===== src/rtl/coffee_pkg.sv =====
// Shared types and arithmetic helpers for the coffee vending controller.
package coffee_pkg;

    typedef enum logic [2:0] {
        ST_OFF    = 3'd0,
        ST_IDLE   = 3'd1,
        ST_CREDIT = 3'd2,
        ST_BREW   = 3'd3,
        ST_REFUND = 3'd4
    } state_t;

    localparam int unsigned STOCK_W = 6;

    function automatic int unsigned price(input int unsigned base, input int unsigned k);
        return base + k;
    endfunction

    // Clamp at max_v; the sum < a test also catches 32-bit wrap-around.
    function automatic int unsigned sat_add(input int unsigned a, input int unsigned b,
                                            input int unsigned max_v);
        int unsigned sum;
        sum = a + b;
        if ((sum > max_v) || (sum < a)) begin
            return max_v;
        end else begin
            return sum;
        end
    endfunction

endpackage


===== src/rtl/coffee_brew_timer.sv =====
// Loadable brew down-counter; o_done marks the last enabled cycle of a brew.
module coffee_brew_timer
    import coffee_pkg::*;
#(
    parameter int unsigned BREW_CYCLES = 200
) (
    input  logic i_clk,
    input  logic i_rst_n,
    input  logic i_load,
    input  logic i_en,
    output logic o_done
);

    localparam int unsigned CNT_W = $clog2(BREW_CYCLES);
    localparam logic [CNT_W-1:0] LOAD_V = CNT_W'(BREW_CYCLES - 1);

    logic [CNT_W-1:0] r_cnt;

    // Counter: load on brew entry, count down to zero while brewing.
    always_ff @(posedge i_clk or negedge i_rst_n) begin
        if (!i_rst_n) begin
            r_cnt <= '0;
        end else if (i_load) begin
            r_cnt <= LOAD_V;
        end else if (i_en && (r_cnt != '0)) begin
            r_cnt <= r_cnt - CNT_W'(1);
        end else begin
            r_cnt <= r_cnt;
        end
    end

    assign o_done = i_en && (r_cnt == '0);

endmodule


===== src/rtl/coffee_vend.sv =====
// Multi-product coffee vending controller with coin credit, timed brew and change return.
// Optional cup stock counter enabled by defining COFFEE_CUP_STOCK_EN.
module coffee_vend
    import coffee_pkg::*;
#(
    parameter int unsigned N_PROD      = 4,
    parameter int unsigned CREDIT_W    = 8,
    parameter int unsigned BREW_CYCLES = 200,
    parameter int unsigned PRICE_BASE  = 5
) (
    input  logic                       clock,
    input  logic                       reset,
    input  logic                       on,
    input  logic                       coin_vld,
    input  logic [CREDIT_W-1:0]        coin_val,
    input  logic                       gen,
    input  logic [$clog2(N_PROD)-1:0]  sel,
    input  logic                       cancel,
    output logic                       led,
    output logic                       brew,
    output logic                       change_vld,
    output logic [CREDIT_W-1:0]        change_val,
    output logic [CREDIT_W-1:0]        credit,
    output logic [2:0]                 state_reg
`ifdef COFFEE_CUP_STOCK_EN
    ,
    input  logic                       refill,
    output logic [STOCK_W-1:0]         cups_left,
    output logic                       empty
`endif
);

    localparam int unsigned CMAX = 32'((64'd1 << CREDIT_W) - 64'd1);

    state_t               r_state;
    state_t               w_state_nxt;
    logic [CREDIT_W-1:0]  r_credit;
    logic [CREDIT_W-1:0]  w_credit_nxt;
    logic                 r_led;
    logic                 r_chg_vld;
    logic [CREDIT_W-1:0]  r_chg_val;
    logic                 w_refund;
    logic [CREDIT_W-1:0]  w_refund_val;
    logic                 w_brew_start;
    logic                 w_brew_done;
    logic                 w_stock_ok;
    logic [CREDIT_W-1:0]  w_coin_add;
    logic [CREDIT_W-1:0]  w_coin_sum;
    logic [CREDIT_W-1:0]  w_brew_credit;
    logic [31:0]          w_price;
    logic                 w_gen_ok;

    assign w_coin_add    = coin_vld ? coin_val : '0;
    assign w_coin_sum    = CREDIT_W'(sat_add(32'(r_credit), 32'(w_coin_add), CMAX));
    assign w_price       = price(PRICE_BASE, 32'(sel));
    // Only read when w_gen_ok guarantees r_credit >= w_price.
    assign w_brew_credit = CREDIT_W'(sat_add(32'(r_credit) - w_price, 32'(w_coin_add), CMAX));
    assign w_gen_ok      = gen && (32'(sel) < N_PROD) && (32'(r_credit) >= w_price) && w_stock_ok;

    coffee_brew_timer #(
        .BREW_CYCLES (BREW_CYCLES)
    ) u_timer (
        .i_clk   (clock),
        .i_rst_n (reset),
        .i_load  (w_brew_start),
        .i_en    (r_state == ST_BREW),
        .o_done  (w_brew_done)
    );

    // Next-state and credit update; power loss outranks every panel event.
    always_comb begin
        w_state_nxt  = r_state;
        w_credit_nxt = r_credit;
        w_refund     = 1'b0;
        w_refund_val = '0;
        w_brew_start = 1'b0;
        if (!on) begin
            if ((r_state == ST_OFF) || (r_state == ST_REFUND) || (w_coin_sum == '0)) begin
                w_state_nxt  = ST_OFF;
                w_credit_nxt = '0;
            end else begin
                w_state_nxt  = ST_REFUND;
                w_refund     = 1'b1;
                w_refund_val = w_coin_sum;
                w_credit_nxt = '0;
            end
        end else begin
            case (r_state)
                ST_OFF: begin
                    w_state_nxt = ST_IDLE;
                end
                ST_IDLE: begin
                    if (coin_vld) begin
                        w_state_nxt  = ST_CREDIT;
                        w_credit_nxt = w_coin_sum;
                    end else begin
                        w_state_nxt  = ST_IDLE;
                    end
                end
                ST_CREDIT: begin
                    // A coin arriving with cancel is returned with the rest of the credit.
                    if (cancel) begin
                        w_state_nxt  = ST_REFUND;
                        w_refund     = 1'b1;
                        w_refund_val = w_coin_sum;
                        w_credit_nxt = '0;
                    end else if (w_gen_ok) begin
                        w_state_nxt  = ST_BREW;
                        w_brew_start = 1'b1;
                        w_credit_nxt = w_brew_credit;
                    end else begin
                        w_credit_nxt = w_coin_sum;
                    end
                end
                ST_BREW: begin
                    if (w_brew_done && (w_coin_sum != '0)) begin
                        w_state_nxt  = ST_REFUND;
                        w_refund     = 1'b1;
                        w_refund_val = w_coin_sum;
                        w_credit_nxt = '0;
                    end else if (w_brew_done) begin
                        w_state_nxt  = ST_IDLE;
                        w_credit_nxt = '0;
                    end else begin
                        w_credit_nxt = w_coin_sum;
                    end
                end
                ST_REFUND: begin
                    w_state_nxt  = ST_IDLE;
                    w_credit_nxt = '0;
                end
                default: begin
                    w_state_nxt  = ST_OFF;
                    w_credit_nxt = '0;
                end
            endcase
        end
    end

    // State, credit and registered output drivers.
    always_ff @(posedge clock or negedge reset) begin
        if (!reset) begin
            r_state   <= ST_OFF;
            r_credit  <= '0;
            r_led     <= 1'b0;
            r_chg_vld <= 1'b0;
            r_chg_val <= '0;
        end else begin
            r_state   <= w_state_nxt;
            r_credit  <= w_credit_nxt;
            r_led     <= (w_state_nxt == ST_BREW);
            r_chg_vld <= w_refund;
            r_chg_val <= w_refund_val;
        end
    end

`ifdef COFFEE_CUP_STOCK_EN
    logic [STOCK_W-1:0] r_cups;
    logic [STOCK_W-1:0] w_cups_nxt;
    logic               r_empty;

    assign w_stock_ok = (r_cups != '0);
    assign w_cups_nxt = refill       ? {STOCK_W{1'b1}} :
                        w_brew_start ? (r_cups - STOCK_W'(1)) : r_cups;

    // Cup stock counter and its empty flag.
    always_ff @(posedge clock or negedge reset) begin
        if (!reset) begin
            r_cups  <= '0;
            r_empty <= 1'b1;
        end else begin
            r_cups  <= w_cups_nxt;
            r_empty <= (w_cups_nxt == '0);
        end
    end

    assign cups_left = r_cups;
    assign empty     = r_empty;
`else
    assign w_stock_ok = 1'b1;
`endif

    assign led        = r_led;
    assign brew       = r_led;
    assign change_vld = r_chg_vld;
    assign change_val = r_chg_val;
    assign credit     = r_credit;
    assign state_reg  = r_state;

endmodule


===== config.mk =====
export PLATFORM = sky130hd
export DESIGN_NAME = coffee_vend
export DESIGN_NICKNAME = d
export VERILOG_FILES = /design/src/rtl/coffee_pkg.sv /design/src/rtl/coffee_brew_timer.sv /design/src/rtl/coffee_vend.sv
export SDC_FILE = /design/constraint.sdc
export NUM_CORES = 1
export LEC_CHECK = 0
export ABC_AREA = 1
export ABC_CLOCK_PERIOD_IN_PS = 10430
export BUFFER_PORTS_ARGS = -buffer_cell sky130_fd_sc_hd__buf_2
export CELL_PAD_IN_SITES_DETAIL_PLACEMENT = 0
export CELL_PAD_IN_SITES_GLOBAL_PLACEMENT = 1
export CORE_MARGIN = 8
export CORE_UTILIZATION = 46
export DETAILED_ROUTE_END_ITERATION = 12
export PLACE_DENSITY = 0.84
export SYNTH_ARGS = -nofsm -noshare
export SYNTH_HDL_FRONTEND = slang
export SYNTH_SLANG_ARGS = --single-unit

===== constraint.sdc =====
create_clock -name clock -period 10.43 [get_ports clock]
set_clock_uncertainty 0.05 [all_clocks]
set_input_delay 0.5215 -clock clock [delete_from_list [all_inputs] [get_ports clock]]
set_output_delay 0.5215 -clock clock [all_outputs]
set_load 0.01 [all_outputs]

==> impl_metrics.ini, run 1 <==
[worst_setup_path]
worstSetupEndpointType = register
startpoint_type = register
crit_chain = inv_1 -> fa_1 -> o21ai_1 -> xor2_1 -> inv_1 -> ha_1 -> inv_1 -> o21ai_0 -> a21oi_1 -> o21ai_0 -> a21oi_1 -> xor2_1 -> inv_1 -> ha_1 -> a21oi_1 -> o21ai_0 -> a211o_1 -> nand3_1 -> inv_1 -> nand3_1 -> nand3_1 -> o21ai_0 -> nand2_1 -> nand2_1
r2r_cells = 24
path_max_fanout = 6
worstPathRequired_ns = 10.59
cp_num_buf_inv = 5
crit_cells = 24
slowest_stage = dfrtp_1
crit_type = reg2reg
crit_start = credit[1]$_DFFE_PN0P_
cp_slowest_stage_delay_ns = 0.53
critPathMostFrequentCell = inv_1
r2r_start = credit[1]$_DFFE_PN0P_
cp_top_family = compound AO/OA/AOI/OAI gates
critPathArrivalTime_ns = 4.69

[hold_path]
min_path_type = in2async

[logic_synthesis]
synth_flop_cell = dfrtp_1
yosys_warnings = 0
ys_seq_elements = 29
yosysSeqAreaShare_pct = 24.5
syn_avg_cell_area_um2 = 7.09
synth_area_um2 = 2960
async_reset_ff_share_pct = 100
synth_cells = 417
synth-edff-count = 0
synth_cell_type_count = 43
syn-num-nets = 475

[run]
maxCapViolations = 0

[floorplanning]
fp.dieW_um = 96.2
fp.coreArea_um2 = 6280
die-area_um2 = 9250
die_h_um = 96.2
start_util_pct = 47.1
io_pins = 38
std_cell_rows = 29

[global_routing]
grt_overflow = 0
track_usage_pct = 17.3
grt_pass1_vias = 2717
grt_pass1_wl_mm = 12.5
antenna_found_initial = 0
grt_max_degree = 30

[timing]
fin_setup_tns_ns = 0
tightest_slew_ns = 1.24
finalCritPeriodShare_pct = 43.4
fmax_mhz = 221
grt_setup_unrepaired = false
relSlewSlack_pct = 17.0
period_minus_slack_ns = 4.53
setup_viol = 0
slew_violations = 0
final-hold-violation-count = 0

[drt]
drtAntennaViolNets = 0
vias = 2704
routedWlPerCell_um = 14.0
drc = 0
wl_mm = 7.49
dr.pass1.iters = 4
drt_iter0_drc = 115
viasPerCell = 5.05

[power]
power.density_nw_per_um2 = 148
p_leak_nw = 1.93
power_uw = 489
ir_worst_vdd_mv = 0.0930

[place]
portBuffers = 37
place.gp.congestion = 0.825
hpwl_mm = 6.20

[clock_tree]
clockBufferDepth = 2
cts_hold_buf = 0
clk_latency_ns = 0.27
root_buffer = clkbuf_8
cts_tree = built
path_clk_slew_ns = 0.06
clock_sinks = 29
numCtsBuffers = 5
htreeDepth = 2
postCtsSetupBuffers = 0
cts_resized = 0

[finish]
drive_gt1_share_pct = 14.2
area_growth_pct = 11.5
nets = 515
n_antenna_cell = 0
fill_cells = 642

[outcome]
status = finished, final reports clean
-- report_power, final --
part | total [mW] | internal (mW) | leakage, nW | switching [mW]
logic | 0.260 | 0.0958 | 1.51 | 0.164
clock network | 0.0882 | 0.0461 | 0.0450 | 0.0421
registers | 0.141 | 0.128 | 0.373 | 0.0128
total | 0.489 | 0.270 | 1.93 | 0.219
-- routing by layer --
metal	vias up	track usage (%)	share of wire [%]
li1	1415	-	-
met1	1228	22.2	48
met2	53	29.0	45
met3	8	3.20	5.7
met4	0	4.61	1.0
met5	-	0	0
-- cells in the final DEF (no fill, tap or decap), drive strengths merged, types with 3 or more instances in the layout --
cell / netlist / routed
a21oi: 24 / 24
o22ai: 5 / 5
nand3b: 3 / 3
nor2: 35 / 35
inv: 84 / 84
clkbuf: 2 / 6
o21ai: 12 / 12
ha: 39 / 39
buf: 2 / 37
xor2: 14 / 14
nand3: 23 / 23
dfrtp: 29 / 29
nand2: 105 / 105
o21bai: 4 / 4
nor3: 11 / 11
nand4: 6 / 6
fa: 3 / 3
-- layout make-up --
| type | instances | area, µm² | share of cell area [%] |
|---|---|---|---|
| repair buffers | 37 | 185 | 5.61 |
| clock buffers | 6 | 72.6 | 2.20 |
| flip-flops and latches | 29 | 726 | 22.0 |
| multi-input cells | 300 | 1890 | 57.4 |
| clock inverters | 2 | 10.0 | 0.303 |
| inverters | 84 | 315 | 9.56 |
| well taps | 77 | 96.3 | 2.92 |
-- path summary, 6_finish.rpt --
path / slack, ns / endpoint
min in group clock: 0.45 / u_timer.r_cnt[0]$_DFFE_PN0P_
min reg2reg: 0.45 / u_timer.r_cnt[0]$_DFFE_PN0P_
max reg2reg: 5.90 / credit[6]$_DFFE_PN0P_
max: 5.90 / credit[6]$_DFFE_PN0P_
max in group asynchronous: 9.69 / credit[5]$_DFFE_PN0P_
min: 0.22 / change_val[3]$_DFF_PN0_
-- logic make-up (layout without fill, tap and decap cells) --
logic type,after synthesis,after routing,synth area share [%]
AOI/OAI and AO/OA,55,55,12.0
xor gates and xnor gates,16,16,4.99
adders and majority gates,42,42,18.5
buffers and inverters,88,129,11.4
DFF,29,29,24.5
and+or+nand+nor,187,187,28.6
-- metrics by stage --
stage,utilization (%),area (µm²),std cells,setup WS (ns),hold slack [ns]
floorplan,-,2960,417,6.25,0.176
global placement,51.2,3220,527,5.86,0.432
detailed placement,51.2,3220,527,5.73,0.440
CTS,52.6,3300,535,5.92,0.233
global route,52.6,3300,535,5.51,0.251
finish,52.6,3300,535,5.90,0.215
-- synthesized netlist by cell type, types with 2 or more instances --
master    number  area share (%)
a21oi_1       22             3.7
buf_4          2            0.51
clkbuf_1       2            0.25
dfrtp_1       29              25
fa_1           3             2.0
ha_1          39              16
inv_1         81              10
inv_2          3            0.38
nand2_1      100              13
nand2_2        3            0.63
nand2_4        2            0.76
nand3_1       20             3.4
nand3_2        2            0.68
nand3b_1       3            0.76
nand4_1        6             1.3
nor2_1        33             4.2
nor3_1        10             1.7
o211ai_1       2            0.51
o21ai_0        7             1.2
o21ai_1        5            0.85
o21bai_1       4             1.0
o22ai_1        5             1.1
xnor2_1        2            0.59
xor2_1        13             3.8
Power figures use the tool's default switching activity.
==> run 2, diff against run 1 <==
Settings changed: ABC_CLOCK_PERIOD_IN_PS 10430 to 4100, CORE_UTILIZATION 46 to 38, PLACE_DENSITY 0.84 to 0.73.
Clock period 10.43 ns to 4.1 ns, I/O delays scaled along.
==> run 2 against run 1 <==
Net effect: critical path depth down 1; global-route usage down 2.3 points; worst setup slack worse by 5.7 ns; sequential share of layout area down 2.4 points; core utilization down 4.2 points; design area up 12%; clock power rose to 2.5 times the previous value; power rose to 2.9 times the previous value; routed wire length up 8.4%; fmax up 17%; clock-buffer cell count unchanged; critical endpoint is now credit[5]$_DFFE_PN0P_; largest cell class unchanged; highest routed layer unchanged.
==> impl_metrics.ini, run 2 (same netlist as run 1, synthesis figures left out) <==
[place]
portBuffers = 37
hpwl_mm = 6.54
placedCellCount = 569
place.gp.congestion = 0.860

[drt]
wl_mm = 8.12
dr_wl_met2_mm = 3.78
viasPerCell = 4.81
drt-met1-wl_mm = 4.02
routedWlPerCell_um = 13.9
drt_iter0_drc = 121
dr.pass1.iters = 4
vias = 2809
drc = 0
top_layer_used = met4
drtAntennaViolNets = 0
met3_length_um = 206

[timing]
setup_viol = 0
relSlewSlack_pct = 38.8
hold_slack_ns = 0.200
period_minus_slack_ns = 3.88
slew_violations = 0
tightest_slew_ns = 0.911
finalCritPeriodShare_pct = 94.6
final-hold-violation-count = 0
fmax_mhz = 258

[floorplanning]
fp.coreArea_um2 = 7650
std_cell_rows = 32
io_pins = 38
die_h_um = 104
fp.dieW_um = 104
start_util_pct = 38.7
die-area_um2 = 10900

[finish]
layout_commonest_cell = nand2_1
post_layout_nonfiller_instances = 584
n_antenna_cell = 0
nets = 539
area_growth_pct = 25.0
utilization_pct = 48.3
drive_gt1_share_pct = 24.1
layout_common_cells = nand2_1, inv_1, buf_2

[clock_tree]
clock_sinks = 29
cts_tree = built
numCtsBuffers = 5
path_clk_slew_ns = 0.07
root_buffer = clkbuf_8
htreeDepth = 2
clockBufferDepth = 2
clk_latency_ns = 0.27

[power]
power_mw = 1.42
p_leak_nw = 2.07
power.density_nw_per_um2 = 383
ir_worst_vdd_mv = 0.206

[global_routing]
grt_max_degree = 30
grt_pass1_vias = 2780
track_usage_pct = 15.0
grt_pass1_wl_mm = 13.4
grt_overflow = 0
antenna_found_initial = 0

[worst_setup_path]
cp_num_buf_inv = 4
cp_top_family = adder cells
crit_chain = inv_2 -> ha_4 -> fa_2 -> buf_6 -> xnor2_4 -> ha_4 -> a21oi_2 -> nand2_2 -> a21oi_2 -> o21ai_1 -> a21oi_1 -> xor2_1 -> inv_1 -> ha_4 -> nand2_2 -> nor2_2 -> a211o_1 -> nand3_2 -> buf_6 -> nor3_1 -> o22ai_1 -> nand2_1 -> nand2_1
critPathArrivalTime_ns = 3.99
path_max_fanout = 5
worstPathRequired_ns = 4.22
cp_slowest_stage_delay_ns = 0.38
slowest_stage = dfrtp_1
critPathMostFrequentCell = ha_4
startpoint_type = register
crit_type = reg2reg
worstSetupEndpointType = register

[run]
maxCapViolations = 0

[hold_path]
min_path_type = in2reg

[outcome]
status = finished, final reports clean
## run 2: area by class of cell
type | count | area [µm²]
clock buffers | 6 | 72.6
flip-flops and latches | 29 | 726
well taps | 102 | 128
clock inverters | 2 | 10.0
multi-input cells | 300 | 2070
fillers | 781 | 3950
inverters | 84 | 315
repair buffers | 61 | 379
## run 2: final timing paths
| check | from | end | slack (ns) | cells after the start |
|---|---|---|---|---|
| min reg2reg | u_timer.r_cnt[0]$_DFFE_PN0P_ | u_timer.r_cnt[0]$_DFFE_PN0P_ | 0.46 | 2 |
| max in group asynchronous | reset | credit[0]$_DFFE_PN0P_ | 3.13 | 2 |
| max reg2reg | credit[0]$_DFFE_PN0P_ | credit[5]$_DFFE_PN0P_ | 0.22 | 23 |
| min | on | state_reg[0]$_DFF_PN0_ | 0.20 | 3 |
| min in group asynchronous | reset | change_val[4]$_DFF_PN0_ | 0.44 | 2 |
| max | credit[0]$_DFFE_PN0P_ | credit[5]$_DFFE_PN0P_ | 0.22 | 23 |
## run 2: layer usage
| layer | up-vias | track usage (%) |
|---|---|---|
| met5 | - | 0 |
| met4 | 0 | 3.00 |
| met3 | 9 | 2.91 |
| met2 | 39 | 25.1 |
| met1 | 1302 | 19.5 |
| li1 | 1459 | - |
## run 2: worst reg2reg max path, delay by kind of cell, from the launching register on
family | cells | cell delay, ns
adders and majority gates | 4 | 1.05
AOI/OAI and AO/OA | 6 | 0.83
DFF | 1 | 0.38
and+or+nand+nor | 7 | 0.64
xor gates and xnor gates | 2 | 0.38
buffers and inverters | 4 | 0.44
## run 2: stage by stage
step	TNS [ns]	cell area, µm²	setup slack [ns]
floorplan	0	2960	0.130
global placement	0	3380	0.00979
detailed placement	-0.0995	3380	-0.0297
CTS	0	3470	0.00450
global route	-0.232	3700	-0.0405
finish	0	3700	0.221
## run 2: repair_timing
action / CTS / global route
endpoints found under the setup margin: 5 / 8
hold buffers: 1 / 0
buffers inserted: 0 / 6
pin swaps: 0 / 23
endpoints found under the hold margin: 29 / 0
resized for setup: 1 / 39
## run 2: report_power, final
| group | leakage (nW) | internal, mW | switching (mW) |
|---|---|---|---|
| Clock | 0.0450 | 0.117 | 0.105 |
| Sequential | 0.373 | 0.326 | 0.0299 |
| Combinational | 1.65 | 0.353 | 0.486 |
==> run 3, diff against run 2 <==
--- a/constraint.sdc
+++ b/constraint.sdc
@@ -3,3 +3,3 @@
 set_input_delay 0.205 -clock clock [delete_from_list [all_inputs] [get_ports clock]]
 set_output_delay 0.205 -clock clock [all_outputs]
-set_load 0.01 [all_outputs]
+set_load 0.1 [all_outputs]
==> run 3 against run 2 <==
Net effect: die area stayed put; sequential cell count is the same; sequential power barely moved; design area fell by 0.64%; hold slack worse by 0.028 ns; combinational power rose by 20%; first-iteration DRC count down 6.6%; register-to-register slack got worse by 0.05 ns; non-clock buffer count decreased by 3.
==> impl_metrics.ini, run 3 (same netlist as run 1, synthesis figures left out) <==
[outcome]
status = finished, final reports clean

[worst_setup_path]
worstSetupEndpointType = register
cp_top_family = compound AO/OA/AOI/OAI gates
path_max_fanout = 5
r2r_cells = 22
rrSetupSlack_ns = 0.17
r2r_start = credit[0]$_DFFE_PN0P_
startpoint_type = register
slowest_stage = dfrtp_4
cp_num_buf_inv = 3
critPathArrivalTime_ns = 4.10
worstPathRequired_ns = 4.27
crit_chain = inv_4 -> ha_4 -> fa_2 -> xnor2_2 -> ha_1 -> a21oi_1 -> nand2_1 -> a21oi_2 -> o21ai_1 -> a21oi_1 -> xor2_1 -> inv_1 -> ha_4 -> a21oi_2 -> o21ai_1 -> a211o_1 -> nand3_4 -> buf_6 -> nor3_2 -> o22ai_1 -> nand2_1 -> nand2_1
crit_type = reg2reg
worstReg2RegEnd = credit[5]$_DFFE_PN0P_
cp_slowest_stage_delay_ns = 0.43
critPathMostFrequentCell = nand2_1

[floorplanning]
std_cell_rows = 32
start_util_pct = 38.7
fp.coreArea_um2 = 7650
die-area_um2 = 10900
fp.dieW_um = 104
io_pins = 38
die_h_um = 104

[hold_path]
hp-start = on
holdPathStages = 3
hold_end = state_reg[0]$_DFF_PN0_
min_path_type = in2reg

[global_routing]
grt_overflow = 0
track_usage_pct = 15.3
grt_pass1_vias = 2721
antenna_found_initial = 0
grt_max_degree = 30
grt_pass1_wl_mm = 13.6

[finish]
utilization_pct = 48.0
area_growth_pct = 24.2
drive_gt1_share_pct = 25.1
n_antenna_cell = 0
layout_commonest_cell = nand2_1
layout_common_cells = nand2_1, inv_1, buf_2
nets = 536

[place]
place.gp.congestion = 0.838
dp_worst_setup_slack_ns = -0.00635
portBuffers = 37
hpwl_mm = 6.71

[run]
maxCapViolations = 0

[clock_tree]
clk_latency_ns = 0.28
path_clk_slew_ns = 0.07
clockBufferDepth = 2
htreeDepth = 2
numCtsBuffers = 5
root_buffer = clkbuf_8
clock_sinks = 29
cts_tree = built

[drt]
viasPerCell = 4.93
dr.pass1.iters = 4
drt_iter0_drc = 113
routedWlPerCell_um = 14.5
vias = 2867
wl_mm = 8.42
drc = 0
drtAntennaViolNets = 0

[timing]
tightest_slew_ns = 0.933
relSlewSlack_pct = 37.3
grt_setup_unrepaired = true
period_minus_slack_ns = 3.93
fin_setup_tns_ns = 0
final-hold-violation-count = 0
slew_violations = 0
layout_setup_ws_ns = 0.172
setup_viol = 0
fmax_mhz = 255
finalCritPeriodShare_pct = 95.8

[power]
p_leak_nw = 2.05
power.density_nw_per_um2 = 437
ir_worst_vdd_mv = 0.237
## run 3: worst max-delay path by stage
stage                          start                     to  slack [ns]  cells after the start
2_1_floorplan  credit[0]$_DFFE_PN0P_  credit[6]$_DFFE_PN0P_        0.02                     25
3_3_place_gp                  sel[0]  credit[6]$_DFFE_PN0P_        0.02                     25
3_5_place_dp                  sel[0]  credit[6]$_DFFE_PN0P_      -0.006                     25
4_1_cts        credit[0]$_DFFE_PN0P_  credit[6]$_DFFE_PN0P_       0.009                     25
5_1_grt        credit[0]$_DFFE_PN0P_  credit[6]$_DFFE_PN0P_        -0.1                     25
6_report       credit[0]$_DFFE_PN0P_  credit[5]$_DFFE_PN0P_        0.17                     22
## run 3: area by class of cell
class | count | area, µm²
Clock buffer | 5 | 68.8
Sequential cell | 29 | 736
Clock inverter | 3 | 17.5
Inverter | 84 | 323
Fill cell | 786 | 3980
Tap cell | 102 | 128
Multi-Input combinational cell | 300 | 2050
Timing Repair Buffer | 58 | 349
## run 3: worst register-to-register path, cell delays in order (launching register included)
cell and delay, ns:
dfrtp_4 0.43, inv_4 0.04, ha_4 0.15, fa_2 0.39, xnor2_2 0.15, ha_1 0.34
a21oi_1 0.17, nand2_1 0.12, a21oi_2 0.18, o21ai_1 0.09, a21oi_1 0.17, xor2_1 0.20
inv_1 0.10, ha_4 0.25, a21oi_2 0.12, o21ai_1 0.07, a211o_1 0.30, nand3_4 0.11
buf_6 0.12, nor3_2 0.04, o22ai_1 0.11, nand2_1 0.07, nand2_1 0.09
## run 3: power breakdown
group | switching (mW) | internal, mW
registers | 0.0304 | 0.327
logic | 0.672 | 0.340
clock network | 0.120 | 0.117
## run 3: metal layers
layer / up-vias / global-route usage (%) / share of wire [%]
li1: 1452 / - / -
met1: 1357 / 19.9 / 48
met2: 54 / 25.7 / 49
met3: 4 / 2.54 / 3.1
met4: 0 / 3.72 / 0.45
met5: - / 0 / 0
## run 3: repair_timing
| action | CTS | global route |
|---|---|---|
| setup endpoints to repair | 1 | 8 |
| pin swaps | 1 | 27 |
| hold buffers | 1 | 0 |
| endpoints found under the hold margin | 29 | 0 |
| buffers inserted | 1 | 8 |
| gates resized for setup | 0 | 39 |
## run 3: stage by stage
| stage | hold slack [ns] | total power, mW | instance area [µm²] | instances |
|---|---|---|---|---|
| after global routing | 0.170 | 1.74 | 3670 | 581 |
| after CTS | 0.165 | 1.50 | 3460 | 573 |
| after global placement | 0.232 | 1.24 | 3350 | 563 |
| after detailed placement | 0.231 | 1.24 | 3350 | 563 |
| final | 0.172 | 1.61 | 3670 | 581 |
| after floorplan | -0.141 | 1.03 | 2980 | 417 |
